--- config.mk ---
export PLATFORM = sky130hd
export DESIGN_NAME = mem_access_unit
export DESIGN_NICKNAME = d
export VERILOG_FILES = /design/src/rtl/mem_pkg.sv /design/src/rtl/mem_load_align.sv /design/src/rtl/mem_access_unit.sv
export SDC_FILE = /design/constraint.sdc
export NUM_CORES = 1
export LEC_CHECK = 0
export ABC_AREA = 1
export CAP_MARGIN = 25
export CORE_UTILIZATION = 43
export DETAILED_ROUTE_END_ITERATION = 10
export PLACE_DENSITY = 0.84
export SLEW_MARGIN = 20
export SYNTH_ARGS = -nofsm -noshare
export SYNTH_HDL_FRONTEND = slang
export SYNTH_SLANG_ARGS = --single-unit
--- constraint.sdc ---
create_clock -name clk -period 1.77 [get_ports clk]
set_input_delay 0.354 -clock clk [delete_from_list [all_inputs] [get_ports clk]]
set_output_delay 0.354 -clock clk [all_outputs]
set_load 0.05 [all_outputs]
--- src/rtl/mem_pkg.sv ---
// Shared size encodings, FSM state encoding and byte-lane helpers for the MEM-stage access unit.
package mem_pkg;

  localparam logic [1:0] SZ_BYTE  = 2'd0;
  localparam logic [1:0] SZ_HALF  = 2'd1;
  localparam logic [1:0] SZ_WORD  = 2'd2;
  localparam logic [1:0] SZ_DWORD = 2'd3;

  typedef enum logic [1:0] {
    ST_IDLE   = 2'd0,
    ST_ACCESS = 2'd1,
    ST_RESP   = 2'd2
  } state_e;

  // A dword request on a 32-bit RAM degrades to a word access.
  function automatic logic [1:0] eff_size(input logic [1:0] size, input logic dword_ok);
    return (size == SZ_DWORD && !dword_ok) ? SZ_WORD : size;
  endfunction

  function automatic logic [2:0] align_off(input logic [1:0] size, input logic [2:0] off);
    logic [2:0] low_mask;
    low_mask = (3'd1 << size) - 3'd1;
    return off & ~low_mask;
  endfunction

  function automatic logic [7:0] lane_mask(input logic [1:0] size, input logic [2:0] off_a);
    logic [8:0] run;
    run = (9'd1 << (4'd1 << size)) - 9'd1;
    return run[7:0] << off_a;
  endfunction

endpackage

--- src/rtl/mem_load_align.sv ---
// Combinational load-data alignment: shift the addressed lanes down, keep 1<<size bytes, zero/sign fill.
module mem_load_align
  import mem_pkg::*;
#(
  parameter int DATA_BITS = 32
) (
  input  logic [DATA_BITS-1:0]           rdata_i,
  input  logic [$clog2(DATA_BITS/8)-1:0] off_i,
  input  logic [1:0]                     size_i,
  input  logic                           signed_i,
  output logic [DATA_BITS-1:0]           data_o
);

  localparam int LANES = DATA_BITS / 8;

  logic [DATA_BITS-1:0] shifted;
  logic [DATA_BITS-1:0] keep_mask;
  logic [3:0]           nbytes;
  logic                 sign_bit;

  assign shifted = rdata_i >> {off_i, 3'b000};
  assign nbytes  = 4'd1 << size_i;

  for (genvar gi = 0; gi < LANES; gi++) begin : g_keep
    assign keep_mask[8*gi +: 8] = (4'(gi) < nbytes) ? 8'hFF : 8'h00;
  end

  always_comb begin
    sign_bit = shifted[7];
    case (size_i)
      SZ_HALF:  sign_bit = shifted[15];
      SZ_WORD:  sign_bit = shifted[31];
      SZ_DWORD: sign_bit = shifted[DATA_BITS-1];
      default:  sign_bit = shifted[7];
    endcase
  end

  assign data_o = (shifted & keep_mask) | ((signed_i && sign_bit) ? ~keep_mask : '0);

endmodule

--- src/rtl/mem_access_unit.sv ---
// MEM-stage load/store sequencer driving a byte-lane RAM port with an ack handshake.
// Optional build macro MISALIGN_TRAP_EN: misaligned requests skip the RAM and respond with misalign=1.
module mem_access_unit
  import mem_pkg::*;
#(
  parameter int ADDR_BITS = 32,
  parameter int DATA_BITS = 32
) (
  input  logic                   clk,
  input  logic                   rst,
  input  logic                   req_valid,
  output logic                   req_ready,
  input  logic                   req_we,
  input  logic [1:0]             req_size,
  input  logic                   req_signed,
  input  logic [31:0]            req_addr,
  input  logic [DATA_BITS-1:0]   req_wdata,
  output logic                   ram_en,
  output logic                   ram_we,
  output logic [ADDR_BITS-1:0]   ram_addr,
  output logic [DATA_BITS/8-1:0] ram_sel,
  output logic [DATA_BITS-1:0]   ram_wdata,
  input  logic [DATA_BITS-1:0]   ram_rdata,
  input  logic                   ram_ack,
  output logic                   resp_valid,
  output logic [DATA_BITS-1:0]   resp_rdata,
  output logic                   stall,
  output logic                   misalign
);

  localparam int LANES = DATA_BITS / 8;
  localparam int OFFS  = $clog2(LANES);

  state_e                 state_q;
  logic                   ram_en_q, ram_we_q, resp_valid_q, misalign_q;
  logic [ADDR_BITS-1:0]   ram_addr_q;
  logic [LANES-1:0]       ram_sel_q;
  logic [DATA_BITS-1:0]   ram_wdata_q, resp_rdata_q;
  logic [OFFS-1:0]        ld_off_q;
  logic [1:0]             ld_size_q;
  logic                   ld_signed_q;

  logic [1:0]             size_eff;
  logic [2:0]             off_full, off_a_full;
  logic [7:0]             sel_full;
  logic [ADDR_BITS-1:0]   ram_addr_d;
  logic [DATA_BITS-1:0]   ram_wdata_d;
  logic                   misalign_d;
  logic [DATA_BITS-1:0]   ld_data;
  logic                   unused_bits;

  assign size_eff    = eff_size(req_size, DATA_BITS == 64);
  assign off_full    = 3'(req_addr[OFFS-1:0]);
  assign off_a_full  = align_off(size_eff, off_full);
  assign sel_full    = lane_mask(size_eff, off_a_full);
  assign ram_addr_d  = ADDR_BITS'(req_addr >> OFFS);
  assign ram_wdata_d = req_wdata << {off_a_full[OFFS-1:0], 3'b000};
  assign unused_bits = ^sel_full;

`ifdef MISALIGN_TRAP_EN
  assign misalign_d = (off_full != off_a_full);
`else
  assign misalign_d = 1'b0;
`endif

  mem_load_align #(.DATA_BITS(DATA_BITS)) u_align (
    .rdata_i  (ram_rdata),
    .off_i    (ld_off_q),
    .size_i   (ld_size_q),
    .signed_i (ld_signed_q),
    .data_o   (ld_data)
  );

  always_ff @(posedge clk) begin
    if (rst) begin
      state_q      <= ST_IDLE;
      ram_en_q     <= 1'b0;
      ram_we_q     <= 1'b0;
      ram_addr_q   <= '0;
      ram_sel_q    <= '0;
      ram_wdata_q  <= '0;
      resp_valid_q <= 1'b0;
      resp_rdata_q <= '0;
      misalign_q   <= 1'b0;
      ld_off_q     <= '0;
      ld_size_q    <= SZ_BYTE;
      ld_signed_q  <= 1'b0;
    end else begin
      case (state_q)
        ST_IDLE: begin
          if (req_valid) begin
            ld_off_q    <= off_a_full[OFFS-1:0];
            ld_size_q   <= size_eff;
            ld_signed_q <= req_signed;
            if (misalign_d) begin
              state_q      <= ST_RESP;
              resp_valid_q <= 1'b1;
              resp_rdata_q <= '0;
              misalign_q   <= 1'b1;
            end else begin
              state_q     <= ST_ACCESS;
              ram_en_q    <= 1'b1;
              ram_we_q    <= req_we;
              ram_addr_q  <= ram_addr_d;
              ram_sel_q   <= sel_full[LANES-1:0];
              ram_wdata_q <= ram_wdata_d;
            end
          end
        end
        ST_ACCESS: begin
          // ram_* stay frozen until the RAM acknowledges.
          if (ram_ack) begin
            state_q      <= ST_RESP;
            ram_en_q     <= 1'b0;
            ram_we_q     <= 1'b0;
            resp_valid_q <= 1'b1;
            resp_rdata_q <= ram_we_q ? '0 : ld_data;
          end
        end
        ST_RESP: begin
          state_q      <= ST_IDLE;
          resp_valid_q <= 1'b0;
          misalign_q   <= 1'b0;
        end
        default: state_q <= ST_IDLE;
      endcase
    end
  end

  assign req_ready  = (state_q == ST_IDLE);
  assign stall      = (state_q == ST_IDLE && req_valid) || (state_q == ST_ACCESS);
  assign ram_en     = ram_en_q;
  assign ram_we     = ram_we_q;
  assign ram_addr   = ram_addr_q;
  assign ram_sel    = ram_sel_q;
  assign ram_wdata  = ram_wdata_q;
  assign resp_valid = resp_valid_q;
  assign resp_rdata = resp_rdata_q;
  assign misalign   = misalign_q;

endmodule

# After elaboration in Yosys (flattened, before gate mapping)
# Index checks and enable logic that the tools add are counted.
# word_totals
regBits	108
latchBits	0
ramBits	0
rom_bits	0
inputBits	104
output_inout_bits	106
wordCells	67
n_memories	0
# op_classes
n_addsub	2
mul	0
div_mod_pow	0
order_cmp	4
eq_ne	8
n_shift	7
n_mux	18
bitwise	5
n_reduce_logical	12
# ops
op	n
32-bit two-way mux	2
32-bit bitwise AND	1
8-bit two-way mux	4
32-bit inverter	1
32-bit bitwise OR	1
32-bit by 5-bit << shifter with 32-bit output	1
32-bit by 5-bit right shift with 32-bit output	1
2-bit equality test, second input constant	4
1-bit by 4-bit less-than comparator with 1-bit output, first input constant	2
2-bit by 4-bit less-than comparator with 1-bit output, first input constant	2
1-bit case mux with 2 select lines	4
2-bit AND reduction	4
1-bit by 2-bit << shifter with 4-bit output, first input constant	2
1-bit by 4-bit << shifter with 8-bit output, first input constant	1
8-bit by 3-bit << shifter with 4-bit output	1
8-bit by 1-bit subtractor with 8-bit output, second input constant	1
2-bit two-way mux	3
2-bit by 1-bit equality test with 1-bit output, second input constant	2
1-bit two-way mux	4
2-bit inequality test, second input constant	2
2-bit case mux with 2 select lines	1
2-bit nonzero test	2
2-bit by 3-bit bitwise AND with 3-bit output	1
3-bit inverter	1
other kinds (7)	8

# Longest topological paths before layout
# logic_depth
word_depth	7
mapped_depth	10
mapped_depth_nobuf	10

# By module
# From an unflattened synthesis, not the netlist that was laid out.
# unflattened
hier_cells	760
area_unflattened_um2	5191.2
# by_module_without_submodules
mod	instances	cells_per_inst	area_per_inst_um2
mem_access_unit	1	595	4440.5
mem_load_align	1	165	750.7

# Least setup slack after synthesis
# OpenSTA, ideal clock, no wires.
# synth_timing
path_type	register -> output
start	register state_q[0]
end	output stall
arrival_time_ns	1.750
slack_ns	-0.334
stages_incl_launch_ff	6
n_path_buf	2
path_cell_list	dfxtp_1 nor2_2 nand2_2 buf_2 buf_2 nand2_1
# synth_between
elab_chain_len	3
elab_cells_between_ends	4
classes_between	eq/ne: 1; reduce/logical: 3
# synth_lines
item	line	rtl
start, declared	mem_access_unit.sv:34	state_e state_q;
start signal, assigned	mem_access_unit.sv:76	state_q <= ST_IDLE;
start signal, assigned	mem_access_unit.sv:96	state_q <= ST_RESP;
start signal, assigned	mem_access_unit.sv:101	state_q <= ST_ACCESS;
2-bit logical NOT	--	
via req_ready	mem_access_unit.sv:12	output logic req_ready,
1-bit logical AND	mem_access_unit.sv:131	assign stall = (state_q == ST_IDLE && req_valid) || (state_q == ST_ACCESS);
1-bit logical OR	mem_access_unit.sv:131	
end, declared	mem_access_unit.sv:27	output logic stall,
# The timed path passes the listed nets, and every way through them passes these cells.

# Worst setup path in the final report
# layout_timing
start	input req_valid
end	output stall
# layout_between
elab_chain_len	2
# layout_lines
item	line	rtl
start, declared	mem_access_unit.sv:11	input logic req_valid,
1-bit logical AND	mem_access_unit.sv:131	
1-bit logical OR	mem_access_unit.sv:131	
# Every way passes these cells.

==> load_flow_metrics.sql <==
INSERT INTO impl_metrics (metric_group, metric, value, unit) VALUES
('route', 'drt_pass_1_iters', '5', ''),
('run_status', 'status', 'finished, final reports clean', ''),
('cells_and_area', 'finish.utilization', '0.6745', ''),
('clocking', 'clkSlewWorstSetupHoldPaths', '0.07', 'ns'),
('setup_path', 'cp-startpoint', 'req_valid', ''),
('logic_synthesis', 'post_synth.cell_area_avg', '6.835', 'um^2'),
('placed_design', 'port_buffers', '206', ''),
('route', 'finalWirelength', '15360', 'um'),
('floorplan', 'dieArea', '11910', 'um^2'),
('timing', 'rsz0062_at_grt', 'false', ''),
('logic_synthesis', 'synth_top_cell_by_area', 'sky130_fd_sc_hd__dfxtp_1', ''),
('setup_path', 'critPathLaunchType', 'primary input', ''),
('pwr', 'power_density', '890.3', 'nW/um^2'),
('global_route', 'global_route.usage.total', '0.2542', ''),
('global_route', 'largest_net_degree_at_the_start_of_global_routing', '67', ''),
('clocking', 'cts.sinks', '108', ''),
('setup_path', 'crit_chain', 'clkdlybuf4s50_1 -> nand2_4 -> buf_4 -> nand2_2 -> buf_12', ''),
('setup_path', 'path_buf_inv', '3', ''),
('timing', 'fin_worst_skew', '0.007551', 'ns'),
('setup_path', 'rr_startpoint', 'ld_off_q[0]$_SDFFE_PP0P_', ''),
('placed_design', 'place.gp.congestion', '0.9055', ''),
('route', 'num_vias', '5435', ''),
('setup_path', 'crit_fanout', '8', ''),
('floorplan', 'std_cell_rows', '38', ''),
('floorplan', 'die_width', '109.1', 'um'),
('clocking', 'worst_skew_pair.late_latency', '0.34', 'ns'),
('setup_path', 'path_class', 'primary input to output pin', ''),
('hold_path', 'hold_path_class', 'primary input to register', ''),
('logic_synthesis', 'cell_area_after_synthesis', '4935', 'um^2'),
('logic_synthesis', 'ys_seq_area_frac', '0.4381', ''),
('pwr', 'irDropWorstVdd', '0.0005193', 'V'),
('route', 'route.detailed.drc', '0', ''),
('timing', 'timing.fmax', '585.2', 'MHz'),
('route', 'route.detailed.vias_per_inst', '5.032', ''),
('cells_and_area', 'most_common_cell_after_layout_fill_and_taps_aside', 'sky130_fd_sc_hd__nand2_1', ''),
('timing', 'finalWorstSetupSlack', '0.06116', 'ns'),
('logic_synthesis', 'synth.lib_cells_used.distinct', '28', ''),
('clocking', 'cts_buffers', '9', ''),
('timing', 'final_max_slew_viol_count', '0', ''),
('pwr', 'leakage', '3.337', 'nW'),
('logic_synthesis', 'yosys_warns', '0', ''),
('setup_path', 'critical-path-top-delay-family', 'buffers and inverters', ''),
('logic_synthesis', 'ys_top_cells_by_area', 'sky130_fd_sc_hd__dfxtp_1, sky130_fd_sc_hd__nand2_1, sky130_fd_sc_hd__o21ai_0', ''),
('cells_and_area', 'final_nets', '1039', ''),
('clocking', 'htreeDepth', '3', ''),
('global_route', 'globalRouteOverflowTotal', '0', ''),
('cells_and_area', 'layout.cells.non_filler', '1080', ''),
('timing', 'hold_ws', '0.4444', 'ns'),
('logic_synthesis', 'yosys_register_bits', '108', ''),
('cells_and_area', 'diodes', '0', ''),
('timing', 'finalHoldViolations', '0', ''),
('floorplan', 'floorplan.initialDensity', '0.4474', ''),
('timing', 'timing.final.crit_share', '0.9654', ''),
('setup_path', 'cp_data_required_time', '1.42', 'ns'),
('global_route', 'initial_antenna_violation_count', '0', ''),
('placed_design', 'dp_hpwl', '11420', 'um'),
('setup_path', 'endpoint_kind', 'output pin', ''),
('clocking', 'clock_tree.root_cell', 'sky130_fd_sc_hd__clkbuf_16', ''),
('global_route', 'vias_in_the_first_global_route', '5009', ''),
('global_route', 'grt_pass1_wl', '23650', 'um'),
('timing', 'period_needed', '1.709', 'ns'),
('setup_path', 'worstPathArrival', '1.35', 'ns'),
('clocking', 'cts_hold_buffers', '0', ''),
('cells_and_area', 'syn_to_layout_area_delta', '50.76', '%'),
('timing', 'report.final.setup_viol', '0', ''),
('floorplan', 'boundaryPins', '210', ''),
('placed_design', 'placed_instances', '1064', ''),
('setup_path', 'setup.reg_to_reg.worst_slack', '0.24', 'ns'),
('setup_path', 'largest_stage_delay_on_the_critical_path', '0.51', 'ns'),
('route', 'drt-initial-drc-count', '356', ''),
('route', 'routed_wire_length_per_instance', '14.22', 'um');
worst min-delay path, stage by stage:
cell and delay, ns:
sky130_fd_sc_hd__buf_2 0.11, sky130_fd_sc_hd__inv_1 0.13, sky130_fd_sc_hd__o21a_1 0.14
registers in the layout, indices dropped and copies added, names as in the netlist, 2 cells and up:
| register | flops |
|---|---|
| state_q | 2 |
| ram_sel | 4 |
| ld_off_q | 2 |
| ram_wdata | 32 |
| ram_addr | 30 |
| ld_size_q | 2 |
| resp_rdata | 32 |
Yosys cell counts:
cell type                   instances
sky130_fd_sc_hd__clkinv_1           2
sky130_fd_sc_hd__o21ai_1            7
sky130_fd_sc_hd__nand2_1          205
sky130_fd_sc_hd__inv_1             46
sky130_fd_sc_hd__a31oi_1           10
sky130_fd_sc_hd__nand3_1           17
sky130_fd_sc_hd__nor2_2             2
sky130_fd_sc_hd__conb_1             1
sky130_fd_sc_hd__dfxtp_1          108
sky130_fd_sc_hd__inv_2              5
sky130_fd_sc_hd__nand2_2            3
sky130_fd_sc_hd__a211oi_1           1
sky130_fd_sc_hd__o21a_1             2
sky130_fd_sc_hd__nand3_2            1
sky130_fd_sc_hd__o211ai_1          21
sky130_fd_sc_hd__buf_2             19
sky130_fd_sc_hd__nor2_4             4
sky130_fd_sc_hd__buf_1              1
sky130_fd_sc_hd__a21boi_2           1
sky130_fd_sc_hd__clkbuf_1          21
sky130_fd_sc_hd__clkinv_2           1
sky130_fd_sc_hd__o21ai_0           75
sky130_fd_sc_hd__buf_6              3
sky130_fd_sc_hd__a2bb2oi_1          4
sky130_fd_sc_hd__nand2_4            1
sky130_fd_sc_hd__nor2_1            91
sky130_fd_sc_hd__buf_4              4
sky130_fd_sc_hd__a21oi_1           66
metrics by stage:
stage	total power [mW]	TNS (ns)	area (um^2)
after global routing	6.906	0	7440
after CTS	6.671	0	7440
after floorplan	3.832	0	4950
after global placement	4.559	-1.119	7123
after detailed placement	4.579	-2.171	7123
final	6.624	0	7440
power by group:
group	internal, mW	switching (mW)	total, mW
registers	2.58	0.0907	2.67
logic	0.703	1.16	1.86
clock network	1.16	0.929	2.09
layout make-up:
type	count	area, um^2	area share
clock inverter	5	68.82	0.009250
tap	140	175.2	0.02355
multi-input combinational	514	2347	0.3155
inverter	54	203.9	0.02741
clock buffer	11	242.7	0.03263
timing repair buffer	248	2240	0.3010
sequential	108	2162	0.2906
layer usage:
metal  vias up  part of all wire  GRT usage
li1       2749                 -          -
met5         -                 0          0
met3        37             0.080    0.05678
met4         0             0.037     0.1187
met2       236              0.48     0.4308
met1      2413              0.40     0.3038
final timing paths:
| path | end |
|---|---|
| worst min-delay path | state_q[0]$_SDFFE_PP0P_ |
| worst max-delay path | stall |
| worst min register to register | ram_sel[1]$_SDFFE_PP0P_ |
| worst max register to register | resp_rdata[9]$_SDFFE_PP0P_ |
timing repair:
action                                  CTS  global route
gates resized for setup                   1             0
endpoints found under the setup margin    1             0
buffers inserted                          0             0
cells by family (layout without fill, tap and decap cells):
group	after synthesis	count (layout)	synth area share
AOI/OAI and AO/OA	187	187	0.2087
buffers and inverters	102	318	0.09026
DFF	108	108	0.4381
other	1	3	0.0007599
and+or+nand+nor	324	324	0.2622
Power figures use the tool's default switching activity.
